File: config.mk
export PLATFORM = sky130hd
export DESIGN_NAME = spi_slv16
export DESIGN_NICKNAME = d
export VERILOG_FILES = /design/src/rtl/spi_pkg.sv /design/src/rtl/spi_sync_edge.sv /design/src/rtl/spi_slv16.sv
export SDC_FILE = /design/constraint.sdc
export NUM_CORES = 1
export LEC_CHECK = 0
export CAP_MARGIN = 20
export CORE_ASPECT_RATIO = 0.7
export CORE_MARGIN = 5
export CORE_UTILIZATION = 40
export DETAILED_ROUTE_END_ITERATION = 16
export PLACE_DENSITY = 0.68
export SYNTH_ARGS = -nofsm -noshare
export SYNTH_HDL_FRONTEND = slang
export SYNTH_SLANG_ARGS = --single-unit
File: constraint.sdc
create_clock -name clk -period 3.6 [get_ports clk]
set_input_delay 0.54 -clock clk [delete_from_list [all_inputs] [get_ports clk]]
set_output_delay 0.54 -clock clk [all_outputs]
set_load 0.005 [all_outputs]
File: src/rtl/spi_pkg.sv
// -----------------------------------------------------------------------------
// spi_pkg
// Shared definitions for the 16-bit SPI link (responder and master side).
//   SPI_WORD_W       : frame length in bits
//   SPI_SYNC_STAGES  : default metastability depth on the SPI input pins
//   SPI_CNT_W        : width of the per-frame bit counter
//   SPI_CNT_SAT      : value at which the bit counter stops incrementing
//   spi_slv_state_t  : responder FSM states
// -----------------------------------------------------------------------------
package spi_pkg;

  localparam int SPI_WORD_W      = 16;
  localparam int SPI_SYNC_STAGES = 2;
  localparam int SPI_CNT_W       = 5;

  // One past a full word: lets an over-long frame be told apart from a
  // good one without the counter ever wrapping back to 16.
  localparam logic [SPI_CNT_W-1:0] SPI_CNT_SAT  = 5'd17;
  localparam logic [SPI_CNT_W-1:0] SPI_CNT_FULL = 5'd16;

  typedef enum logic {
    IDLE  = 1'b0,
    SHIFT = 1'b1
  } spi_slv_state_t;

endpackage

File: src/rtl/spi_sync_edge.sv
// -----------------------------------------------------------------------------
// spi_sync_edge
// N-flop synchroniser for one asynchronous pin, followed by one more flop
// used for edge detection.
// Ports:
//   clk     in  system clock
//   rst     in  asynchronous active-high reset
//   d_i     in  asynchronous pin
//   level_o out synchronised level
//   rise_o  out one-clk pulse on a 0->1 change of level_o
//   fall_o  out one-clk pulse on a 1->0 change of level_o
// Parameters:
//   N       synchroniser depth (>= 2)
//   RST_VAL value every flop takes in reset
// -----------------------------------------------------------------------------
module spi_sync_edge #(
  parameter int   N       = 2,
  parameter logic RST_VAL = 1'b0
) (
  input  logic clk,
  input  logic rst,
  input  logic d_i,
  output logic level_o,
  output logic rise_o,
  output logic fall_o
);

  logic [N-1:0] sync_q;
  logic         prev_q;

  always_ff @(posedge clk or posedge rst) begin
    if (rst) begin
      sync_q <= {N{RST_VAL}};
      prev_q <= RST_VAL;
    end else begin
      sync_q <= {sync_q[N-2:0], d_i};
      prev_q <= sync_q[N-1];
    end
  end

  assign level_o = sync_q[N-1];
  assign rise_o  = sync_q[N-1] & ~prev_q;
  assign fall_o  = ~sync_q[N-1] & prev_q;

endmodule

File: src/rtl/spi_slv16.sv
// -----------------------------------------------------------------------------
// spi_slv16
// 16-bit mode-3 SPI responder. SCLK, SS_n and MOSI are oversampled on clk.
// One command word is shifted in per frame while a response word, captured at
// frame start, is shifted out on MISO MSB first.
// Ports:
//   clk         in   system clock (SCLK period >= 8 clk)
//   rst         in   asynchronous active-high reset
//   SCLK        in   serial clock from master, idle high
//   SS_n        in   active-low frame select
//   MOSI        in   serial data from master, MSB first
//   MISO        out  serial data to master, MSB first; 0 while deselected
//   tx_data     in   response word, captured when the frame starts
//   rx_data     out  last complete command word
//   rdy         out  level, set when rx_data is updated by a good frame
//   clr_rdy     in   one-clk pulse clearing rdy (a same-clk set wins)
//   frame_err   out  one-clk pulse on a frame ended with count != 16
//   dbg_state_o out  current FSM state (0 = IDLE, 1 = SHIFT)
//
// Interface contract: there is no valid/ready handshake on the word side.
// rx_data is stable whenever rdy is high; rdy stays high until clr_rdy or the
// start of the next frame. frame_err is a bare pulse, not acknowledged.
// -----------------------------------------------------------------------------
module spi_slv16
  import spi_pkg::*;
#(
  parameter int SYNC_STAGES = SPI_SYNC_STAGES
) (
  input  logic        clk,
  input  logic        rst,
  input  logic        SCLK,
  input  logic        SS_n,
  input  logic        MOSI,
  output logic        MISO,
  input  logic [15:0] tx_data,
  output logic [15:0] rx_data,
  output logic        rdy,
  input  logic        clr_rdy,
  output logic        frame_err,
  output logic        dbg_state_o
);

  // ---------------------------------------------------------------------------
  // Input synchronisers
  // ---------------------------------------------------------------------------
  logic sclk_lvl, sclk_rise, sclk_unused_fall;
  logic ss_lvl, ss_rise, ss_fall;
  logic mosi_lvl, mosi_unused_rise, mosi_unused_fall;
  logic sclk_lvl_unused, ss_lvl_unused;

  spi_sync_edge #(.N(SYNC_STAGES), .RST_VAL(1'b1)) u_sync_sclk (
    .clk     (clk),
    .rst     (rst),
    .d_i     (SCLK),
    .level_o (sclk_lvl),
    .rise_o  (sclk_rise),
    .fall_o  (sclk_unused_fall)
  );

  // SS_n resets to 0 in the synchroniser: if rst is released while a frame
  // is still in progress (pin low), no false SS_fall appears, so the rest of
  // that frame is ignored until the next genuine fall. After a normal reset
  // with the pin high the synchroniser shows a rise, which IDLE ignores.
  spi_sync_edge #(.N(SYNC_STAGES), .RST_VAL(1'b0)) u_sync_ss (
    .clk     (clk),
    .rst     (rst),
    .d_i     (SS_n),
    .level_o (ss_lvl),
    .rise_o  (ss_rise),
    .fall_o  (ss_fall)
  );

  spi_sync_edge #(.N(SYNC_STAGES), .RST_VAL(1'b0)) u_sync_mosi (
    .clk     (clk),
    .rst     (rst),
    .d_i     (MOSI),
    .level_o (mosi_lvl),
    .rise_o  (mosi_unused_rise),
    .fall_o  (mosi_unused_fall)
  );

  assign sclk_lvl_unused = sclk_lvl;
  assign ss_lvl_unused   = ss_lvl;

  // ---------------------------------------------------------------------------
  // Datapath next-state: shift and count on each SCLK rise. These are used
  // by the end-of-frame check too, so a rise landing in the same clk as
  // SS_rise is counted before the length is judged.
  // ---------------------------------------------------------------------------
  spi_slv_state_t        state_q;
  logic [15:0]           shft_q, shft_d;
  logic [SPI_CNT_W-1:0]  cnt_q, cnt_d;
  logic [15:0]           rx_q;
  logic                  rdy_q;
  logic                  err_q;
  logic                  miso_q;

  always_comb begin
    shft_d = shft_q;
    cnt_d  = cnt_q;
    if (sclk_rise) begin
      shft_d = {shft_q[14:0], mosi_lvl};
      if (cnt_q != SPI_CNT_SAT) begin
        cnt_d = cnt_q + 5'd1;
      end
    end
  end

  // ---------------------------------------------------------------------------
  // Frame FSM
  // ---------------------------------------------------------------------------
  always_ff @(posedge clk or posedge rst) begin
    if (rst) begin
      state_q <= IDLE;
      shft_q  <= 16'h0000;
      cnt_q   <= '0;
      rx_q    <= 16'h0000;
      rdy_q   <= 1'b0;
      err_q   <= 1'b0;
      miso_q  <= 1'b0;
    end else begin
      err_q <= 1'b0;
      // Placed first so that a frame completion later in this block wins.
      if (clr_rdy) begin
        rdy_q <= 1'b0;
      end
      case (state_q)
        IDLE: begin
          if (ss_fall) begin
            state_q <= SHIFT;
            shft_q  <= tx_data;
            cnt_q   <= '0;
            rdy_q   <= 1'b0;
            // MSB is on the wire well before the master's first sample.
            miso_q  <= tx_data[15];
          end
        end
        SHIFT: begin
          shft_q <= shft_d;
          cnt_q  <= cnt_d;
          miso_q <= shft_d[15];
          if (ss_rise) begin
            state_q <= IDLE;
            miso_q  <= 1'b0;
            if (cnt_d == SPI_CNT_FULL) begin
              rx_q  <= shft_d;
              rdy_q <= 1'b1;
            end else begin
              err_q <= 1'b1;
            end
          end
        end
        default: state_q <= IDLE;
      endcase
    end
  end

  assign MISO        = miso_q;
  assign rx_data     = rx_q;
  assign rdy         = rdy_q;
  assign frame_err   = err_q;
  assign dbg_state_o = state_q;

endmodule
==> impl_results.md, run 1 <==
- Max-slew violations: 0
- Number of cells on the worst hold path: 0
- R2r endpoint: rx_data[2]
- Routability congestion estimate: approximately 0.84
- Setup repair after global routing missed its margin: no
- Post-DP HPWL: ~3.3 mm
- Drt pass-1 iters: 4
- Synth cell types: 36
- Wire per inst: 13.7 um
- Final worst-path cycle share: between 70% and 80%
- CTS sink count: about 50
- Post-synthesis sequential area ratio: 54.7%
- Pin count of the biggest net entering global routing: 50
- Worst vdd ir: between 0.2 and 0.25 mV
- Crit path max fanout: 10
- Overall global routing resource usage: 13.6%
- CP Data Arrival Time: around 3.0 ns
- Vias per inst: 4.89
- Antenna diodes: 0
- DRC errors left: 0
- Min-delay worst type: reg2reg
- Area share of the largest cell type after synthesis: around half
- Outcome: finished clean
- Element type at the critical path end: register
- Filler cells: 510
- Max-cap violation count: 0
- Row Count: 22
- Tot Pwr: 0.00132 W
- Hold Startpoint: u_sync_ss.sync_q[0]
- Fmax achieved: between 300 and 400 MHz
- Worst setup SP type: register
- Post-CTS Resized: 0
- Initial DRC count: between 100 and 150
- Worst-case hold path end point: u_sync_ss.sync_q[1]
- Worst Max-Slew Pin Slew: slightly above 0.6 ns
- Remaining Overflow, GRT: 0
- First-pass GRT wire length: 7.79 mm
- Slew margin rel.: about three fifths
- Syn avg cell area: roughly 9.6 um^2
- Post-synth ARST share: 100%
- H-tree Lvls: 2
- Vias in the first global route: roughly 1,600
- R2R cell count: 8
- Post-DRT Antenna Nets: 0
- Reg2Reg Setup Slack: ~0.80 ns
- Die Ht: ~73 um
- Clock Skew: ~0.012 ns
- Die area: a little over 7000 um^2
- Clk root buf: clkbuf_8
- PwrDens: approximately 470 nW/um^2
- Post-CTS Hold Buffers: 0
- Floorplan core area: between 5000 and 6000 um^2
- Pre-CTS setup slack: between 0.8 and 0.9 ns
- DIE WIDTH: between 90 and 100 um
- Layout cell share with drive strength beyond 1: 9.19%
- Synthesis-stage register bit count: 49
- Commonest cells post-synth: nand2_1 (61), dfrtp_1 (46), nor2_1 (30)
- Cell taking the most area after synthesis: dfrtp_1
- Vias: approximately 1,700
- Max Buffers Root-to-Sink: 2
- Fin Setup TNS: 0 ns
- Number of flops mapped to enable cells by yosys: 0
- Syn_nets: between 200 and 300
- Total Wirelength: between 4 and 5 mm
- CP Class: reg2reg
- Layout Nets: approximately 300
- Synth area leaders: dfrtp_1 (51%), nand2_1 (10%), nor2_1 (5.0%)
- Initial antenna violation count: 0
- Critical Path RT: 3.78 ns
- Most frequent cell after synthesis: nand2_1
- Initial Utilization: about 42%
- Setup-failing EPs final: 0
- Num CTS Buffers: 5
- Final hold violation count: 0
- IO buf count: roughly 40
- Area Overhead vs Synth: 25.5%
- Num ports: 42
- Clock-pin slew on the worst setup and hold paths: 0.09 ns
- Leakage Power: between 1 and 1.5 nW
- Ys Warns: 0
- Skew-Pair Late Insertion Delay: about 0.30 ns
- Worst r2r src: cnt_q[1]
- Final min period: 2.80 ns
- Post-Syn Instances: around 230
- Setup ws final: between 0.8 and 0.9 ns
- Synth Flop Type: dfrtp_1
- Synth Cell Area: 2250 um^2
- Placed cell count: about 340
- Buffer count from post-CTS setup fixing: 0
- Layout Cells excl Fill: ~340
- Clock tree from TritonCTS: built
## critical path, stage by stage, from the launching register on
cell and delay, ns:
dfrtp_1 0.45, inv_1 0.07, ha_1 0.29, nand2_1 0.05, or4_1 0.52, a221oi_2 0.26, and2b_1 0.44, buf_4 0.26
mux2_1 0.33
## state kept, by name, indices dropped and copies added (netlist names)
name and cells:
MISO 1, cnt_q 5, dbg_state_o 1, frame_err 1, rdy 1, rx_data 16, shft_q 16, u_sync_mosi.sync_q 2
u_sync_sclk.prev_q 1, u_sync_sclk.sync_q 2, u_sync_ss.prev_q 1, u_sync_ss.sync_q 2
## layer usage
| metal | part of all wire [%] | GRT usage [%] | wire (um) | vias up |
|---|---|---|---|---|
| li1 | - | - | - | 851 |
| met1 | 49 | 19.1 | 2330 | 787 |
| met2 | 44 | 20.6 | 2050 | 41 |
| met3 | 6.1 | 4.78 | 286 | 4 |
| met4 | 0.89 | 2.73 | 42 | 0 |
| met5 | 0 | 0 | 0 | - |
## report_power, final
part	total (W)	switching (W)	internal (W)
clock	0.000379	0.000173	0.000206
sequential	0.000707	0.0000861	0.000621
combinational	0.000230	0.000119	0.000110
## through the flow
step	cell area, um^2	utilization, %	hold WS [ns]
6_report	2820	52.9	0.354
5_1_grt	2820	52.9	0.362
4_1_cts	2800	52.5	0.356
3_5_place_dp	2700	50.5	0.335
3_3_place_gp	2700	50.5	0.343
2_1_floorplan	2250	-	0.331
## cell families after synthesis
group                    after synthesis  share of synthesized area, %
AO/OA/AOI/OAI                         34                          9.63
flip-flops                            49                          54.7
AND/OR/NAND/NOR                      109                          20.6
buffers and inverters                 20                          4.23
XOR/XNOR                               2                         0.779
adder cells (fa/ha/maj)                2                          1.11
multiplexers                          18                          8.90
## worst max path at each step
stage	start	endpoint	slack (ns)	cells past startpoint
after floorplan	cnt_q[0]	rx_data[0]	1.22	8
after global placement	cnt_q[1]	rx_data[3]	0.92	8
after detailed placement	cnt_q[1]	rx_data[2]	0.81	8
after CTS	cnt_q[1]	rx_data[2]	0.80	8
after global routing	cnt_q[1]	rx_data[2]	0.62	8
final	cnt_q[1]	rx_data[2]	0.80	8
## final cells by class
type | count | area, um^2 | share of cell area (%)
Sequential cell | 49 | 1230 | 43.6
Clock inverter | 2 | 35.0 | 1.24
Inverter | 5 | 18.8 | 0.665
Timing Repair Buffer | 45 | 453 | 16.0
Multi-Input combinational cell | 165 | 923 | 32.7
Tap cell | 72 | 90.1 | 3.19
Clock buffer | 6 | 72.6 | 2.57
## placed cells by master, fill, tap and decap left out, drive strengths merged, types with 4 or more instances in the layout
| master | count |
|---|---|
| dfrtp | 46 |
| buf | 4 |
| inv | 5 |
| nor2 | 30 |
| nor2b | 4 |
| o22ai | 14 |
| clkbuf | 6 |
| nand2 | 61 |
| o21ai | 10 |
| clkdlybuf4s50 | 41 |
| mux2 | 16 |
Note: power is estimated with default switching activity, not from simulation.
==> run 2, diff against run 1 <==
Clock period 3.6 ns to 2.8 ns, I/O delays scaled along.
==> impl_results.md, run 2 (synthesized netlist as in run 1, its figures left out) <==
- Die Ht: 72.7 um (unchanged)
- Commonest non-fill, non-tap cell in the layout: nand2_1
- Crit path max fanout: 9 (-1)
- R2R cell count: 7 (-1)
- Pin count of the biggest net entering global routing: 50 (unchanged)
- Max-cap violation count: 0 (unchanged)
- Final worst-path cycle share: 87.8% (+10 points)
- Initial antenna violation count: 0 (unchanged)
- Fin Setup TNS: 0 ns (unchanged)
- Clock Skew: 0.00691 ns (-0.00478 ns)
- Max-slew violations: 0 (unchanged)
- Num CTS Buffers: 5 (unchanged)
- Initial DRC count: 150 (+14%)
- Total Wirelength: 4.86 mm (+3.2%)
- CP Data Arrival Time: 2.64 ns (-0.33 ns)
- Critical Path, Cell by Cell: ha_1, nand2_1, or4_1, a221oi_2, and2b_1, buf_4, mux2_2
- Setup ws final: 0.343 ns (-0.462 ns)
- CP Class: reg2reg
- Worst Max-Slew Pin Slew: 0.589 ns (-0.0155 ns)
- P_int: 0.00112 W (+19%)
- Row Count: 22 (unchanged)
- CP max-delay cell: or4_1
- Setup-failing EPs final: 0 (unchanged)
- PwrDens: 571 nW/um^2 (+23%)
- Vias: 1,710 (+1.6%)
- Area Overhead vs Synth: 25.0%
- Outcome: finished clean
- CP max stage delay: 0.52 ns (about the same)
- Fin area: 2810 um^2 (-0.44%)
- Num ports: 42 (unchanged)
- Die area: 7240 um^2 (unchanged)
- P_sw: 0.000486 W (+28%)
- Post-DP HPWL: 3.38 mm (+2.1%)
- Layout cell share with drive strength beyond 1: 9.12% (-0.067 points)
- Flop pwr share: 56.5% (+2.8 points)
- Buffer count from post-CTS setup fixing: 0 (unchanged)
- Layout Cells excl Fill: 346 (+0.58%)
- Worst setup SP type: register
- Post-CTS Hold Buffers: 0 (unchanged)
- Routability congestion estimate: 0.927 (+9.7%)
- Drt pass-1 iters: 4 (unchanged)
- Post-CTS Resized: 0 (unchanged)
- Worst vdd ir: 0.355 mV (+53%)
- Min-delay worst type: reg2reg
- Element type at the critical path end: register
- Final hold violation count: 0 (unchanged)
- Antenna diodes: 0 (unchanged)
- Remaining Overflow, GRT: 0 (unchanged)
- Skew-Pair Late Insertion Delay: 0.29 ns (about the same)
- Clock share of power: 24.8% (-4.0 points)
- Clk root buf: clkbuf_8
- H-tree Lvls: 2 (unchanged)
- Layout Nets: 297 (+0.68%)
- Critical Path RT: 2.98 ns (-0.80 ns)
- CTS sink count: 49 (unchanged)
- Max Buffers Root-to-Sink: 2 (unchanged)
- Commonest non-fill, non-tap cells in the layout: nand2_1 (61), dfrtp_1 (46), clkdlybuf4s50_1 (41)
- Clock-pin slew on the worst setup and hold paths: 0.09 ns (about the same)
- Pre-CTS setup slack: 0.343 ns (-0.471 ns)
- Logic gate share of total power: 18.7% (+1.2 points)
- Floorplan core area: 5340 um^2 (unchanged)
- Setup repair after global routing missed its margin: no
- Post-DRT Antenna Nets: 0 (unchanged)
- Hold slack: 0.360 ns (+0.00654 ns)
- Overall global routing resource usage: 14.6% (+1.0 points)
- Placed cell areas: 2730 um^2 (+1.3%)
- Wire per inst: 14.0 um (+2.6%)
- Switching Share: 30.3% (+1.5 points)
- IO buf count: 41 (unchanged)
- Initial Utilization: 42.1% (unchanged)
- Leakage Power: 1.32 nW (-0.43%)
- First-pass GRT wire length: 8.41 mm (+8.0%)
- Vias in the first global route: 1,698 (+6.5%)
- Vias per inst: 4.94 (+1.0%)
- Clock tree from TritonCTS: built
- DRC errors left: 0 (unchanged)
- Number of cells on the worst hold path: 0 (unchanged)
- Fmax achieved: 407 MHz (+14%)
- Slew margin rel.: 60.7% (+1.0 points)
- Final min period: 2.46 ns (-0.338 ns)
- DIE WIDTH: 99.6 um (unchanged)
- Placed cell count: 338 (+0.90%)
==> run 2: changes by cell type in the layout (fill, tap and decap cells not counted) <==
cell	change
bufinv_16	-1
clkinv_2	-1
buf_4	+2
clkbuf_1	+2
==> run 2: final timing paths <==
path                                     startpoint                    end  slack (ns)
max in group asynchronous                       rst  u_sync_sclk.sync_q[0]        2.04
worst max register to register             cnt_q[0]            rx_data[11]        0.34
min in group asynchronous                       rst             rx_data[2]        0.47
worst min register to register  u_sync_ss.sync_q[0]    u_sync_ss.sync_q[1]        0.36
worst min-delay path            u_sync_ss.sync_q[0]    u_sync_ss.sync_q[1]        0.36
worst max-delay path                       cnt_q[0]            rx_data[11]        0.34
==> run 2: power by group through the flow <==
| stage | clock network (W) | logic, W | registers [W] |
|---|---|---|---|
| after floorplan | 0 | 0.000226 | 0.000879 |
| after global placement | 0 | 0.000291 | 0.000915 |
| after detailed placement | 0 | 0.000302 | 0.000919 |
| after CTS | 0.000408 | 0.000304 | 0.000905 |
| after global routing | 0.000440 | 0.000348 | 0.000927 |
| final | 0.000398 | 0.000300 | 0.000908 |
==> run 2: through the flow <==
stage | total power (W) | utilization [%]
2_1_floorplan | 0.00110 | -
3_3_place_gp | 0.00121 | 51.1
3_5_place_dp | 0.00122 | 51.1
4_1_cts | 0.00162 | 52.6
5_1_grt | 0.00172 | 52.6
6_report | 0.00161 | 52.6
==> run 2: layout make-up <==
type / count / area (um^2)
Inverter: 5 / 18.8
Multi-Input combinational cell: 165 / 923
Tap cell: 72 / 90.1
Timing Repair Buffer: 47 / 468
Clock buffer: 8 / 80.1
Sequential cell: 49 / 1230
Fill cell: 503 / 2530
==> run 2: worst max-delay path, delay by kind of cell, from the launching register on <==
| kind | cells | cell delay [ns] |
|---|---|---|
| flops | 1 | 0.47 |
| buf+inv | 1 | 0.18 |
| simple gates | 3 | 0.75 |
| mux | 1 | 0.35 |
| fa+ha+maj | 1 | 0.34 |
| compound gates | 1 | 0.26 |
==> run 2: per-layer routing <==
| layer | track usage, % | part of all wire (%) | vias up |
|---|---|---|---|
| met5 | 0 | 0 | - |
| met4 | 3.64 | 0.56 | 0 |
| met3 | 4.58 | 6.7 | 2 |
| met2 | 21.1 | 43 | 48 |
| met1 | 21.4 | 49 | 807 |
| li1 | - | - | 853 |
==> run 3, diff against run 2 <==
Settings changed: ABC_AREA set to 0, REMOVE_ABC_BUFFERS set to 1.
==> impl_results.md, run 3 (synthesized netlist as in run 1, its figures left out) <==
- Overall global routing resource usage: 14.1% (-0.54 points)
- Setup repair after global routing missed its margin: no
- Critical Path, Cell by Cell: inv_1, ha_1, nand2_1, or4_1, a221oi_2, and2b_1, buf_4, mux2_2
- Final hold violation count: 0 (unchanged)
- Clock-pin slew on the worst setup and hold paths: 0.08 ns (about the same)
- H-tree Lvls: 2 (unchanged)
- Commonest non-fill, non-tap cell in the layout: nand2_1
- Area Overhead vs Synth: 24.5%
- Clock tree from TritonCTS: built
- Post-DRT Antenna Nets: 0 (unchanged)
- Post-CTS Hold Buffers: 0 (unchanged)
- Die Ht: 72.7 um (unchanged)
- Crit path max fanout: 17 (+8)
- CP Data Arrival Time: 2.70 ns (+0.06 ns)
- Clock Skew: 0.00900 ns (+0.00209 ns)
- DRC errors left: 0 (unchanged)
- Post-CTS Resized: 0 (unchanged)
- Total Wirelength: 4.77 mm (-1.8%)
- Setup-failing EPs final: 0 (unchanged)
- PwrDens: 568 nW/um^2 (-0.54%)
- Leakage Power: 1.32 nW (about the same)
- IO buf count: 41 (unchanged)
- Max Buffers Root-to-Sink: 2 (unchanged)
- Critical path's top delay family: simple AND/OR/NAND/NOR gates
- Layout Nets: 297 (unchanged)
- Vias in the first global route: 1,648 (-2.9%)
- CTS sink count: 49 (unchanged)
- Skew-Pair Late Insertion Delay: 0.30 ns (about the same)
- CP max stage delay: 0.52 ns (about the same)
- Final min period: 2.52 ns (+0.0658 ns)
- Slew margin rel.: 62.2% (+1.5 points)
- Commonest non-fill, non-tap cells in the layout: nand2_1 (61), dfrtp_1 (46), clkdlybuf4s50_1 (41)
- CP max-delay cell: or4_1
- Num ports: 42 (unchanged)
- Drt pass-1 iters: 4 (unchanged)
- Num CTS Buffers: 5 (unchanged)
- Row Count: 22 (unchanged)
- Critical Path RT: 2.98 ns (about the same)
- Initial Utilization: 42.1% (unchanged)
- Buffer count from post-CTS setup fixing: 0 (unchanged)
- Clk root buf: clkbuf_8
- Max-cap violation count: 0 (unchanged)
- Antenna diodes: 0 (unchanged)
- Pre-CTS setup slack: 0.288 ns (-0.0553 ns)
- CP Class: reg2reg
- Setup ws final: 0.277 ns (-0.0658 ns)
- Filler cells: 512 (+1.8%)
- Floorplan core area: 5340 um^2 (unchanged)
- Outcome: finished clean
- Crit path buffers/inverters: 2 (+1)
- Worst setup SP type: register
- First-pass GRT wire length: 8.02 mm (-4.6%)
- Wire per inst: 13.8 um (-1.8%)
- Fmax achieved: 396 MHz (-2.6%)
- Vias: 1,695 (-0.88%)
- Element type at the critical path end: register
- Final worst-path cycle share: 90.1% (+2.4 points)
- Routability congestion estimate: 0.823 (-11%)
- DIE WIDTH: 99.6 um (unchanged)
- Reg2Reg Setup Slack: 0.28 ns (-0.07 ns)
- Die area: 7240 um^2 (unchanged)
- Vias per inst: 4.90 (-0.88%)
- Initial DRC count: 81 (-46%)
- Fin Setup TNS: 0 ns (unchanged)
- Pin count of the biggest net entering global routing: 24 (-52%)
- Worst vdd ir: 0.237 mV (-33%)
- Post-DP HPWL: 3.31 mm (-2.1%)
- Remaining Overflow, GRT: 0 (unchanged)
- Worst Max-Slew Pin Slew: 0.567 ns (-0.0219 ns)
- Max-slew violations: 0 (unchanged)
- Initial antenna violation count: 0 (unchanged)
- Layout cell share with drive strength beyond 1: 9.85% (+0.73 points)
- Min-delay worst type: reg2reg
==> run 3: cell types whose count changed in the layout (fill, tap and decap cells not counted), sizes merged <==
cell,previous run,this run
clkbuf,8,6
clkinv,0,2
==> run 3: stage by stage <==
stage	area (um^2)	total power, W	util, %	hold WS (ns)	std cells
floorplan	2170	0.00109	-	0.331	219
global placement	2720	0.00120	50.9	0.335	338
detailed placement	2720	0.00121	50.9	0.336	338
CTS	2800	0.00161	52.4	0.355	346
finish	2800	0.00159	52.4	0.353	346
global route	2800	0.00170	52.4	0.362	346
==> run 3: worst paths after layout <==
| check | start | endpoint | cells after the start |
|---|---|---|---|
| min | u_sync_mosi.sync_q[0] | u_sync_mosi.sync_q[1] | 0 |
| min in group asynchronous | rst | rx_data[5] | 2 |
| max in group asynchronous | rst | u_sync_sclk.sync_q[1] | 3 |
| min reg2reg | u_sync_mosi.sync_q[0] | u_sync_mosi.sync_q[1] | 0 |
| max | cnt_q[1] | rx_data[13] | 8 |
| max reg2reg | cnt_q[1] | rx_data[13] | 8 |
==> run 3: worst register-to-register path, cell delays in order (launching register included) <==
cell and delay [ns]:
dfrtp_1 0.45, inv_1 0.07, ha_1 0.29, nand2_1 0.06, or4_1 0.52, a221oi_2 0.25
and2b_1 0.15, buf_4 0.26, mux2_2 0.38
==> run 3: final cells by class <==
cell class              instances  area [um^2]  area share (%)
clock buffers                   6         72.6            2.59
repair buffers                 47          455            16.3
well taps                      72         90.1            3.22
clock inverters                 2         10.0           0.357
multi-input cells             165          923            33.0
inverters                       5         18.8           0.670
flip-flops and latches         49         1230            43.9
==> run 3: per-layer routing <==
layer	global-route usage (%)	up-vias	wire length (um)
li1	-	858	-
met1	20.3	784	2390
met2	20.6	48	2020
met3	3.82	5	315
met4	4.55	0	41
met5	0	-	0
==> run 3: where the power goes <==
part,internal [W],switching (W),leakage [nW],total [W]
clock,0.000173,0.000220,0.0450,0.000393
sequential,0.000798,0.000105,0.609,0.000904
combinational,0.000142,0.000152,0.663,0.000294
total,0.00111,0.000477,1.32,0.00159
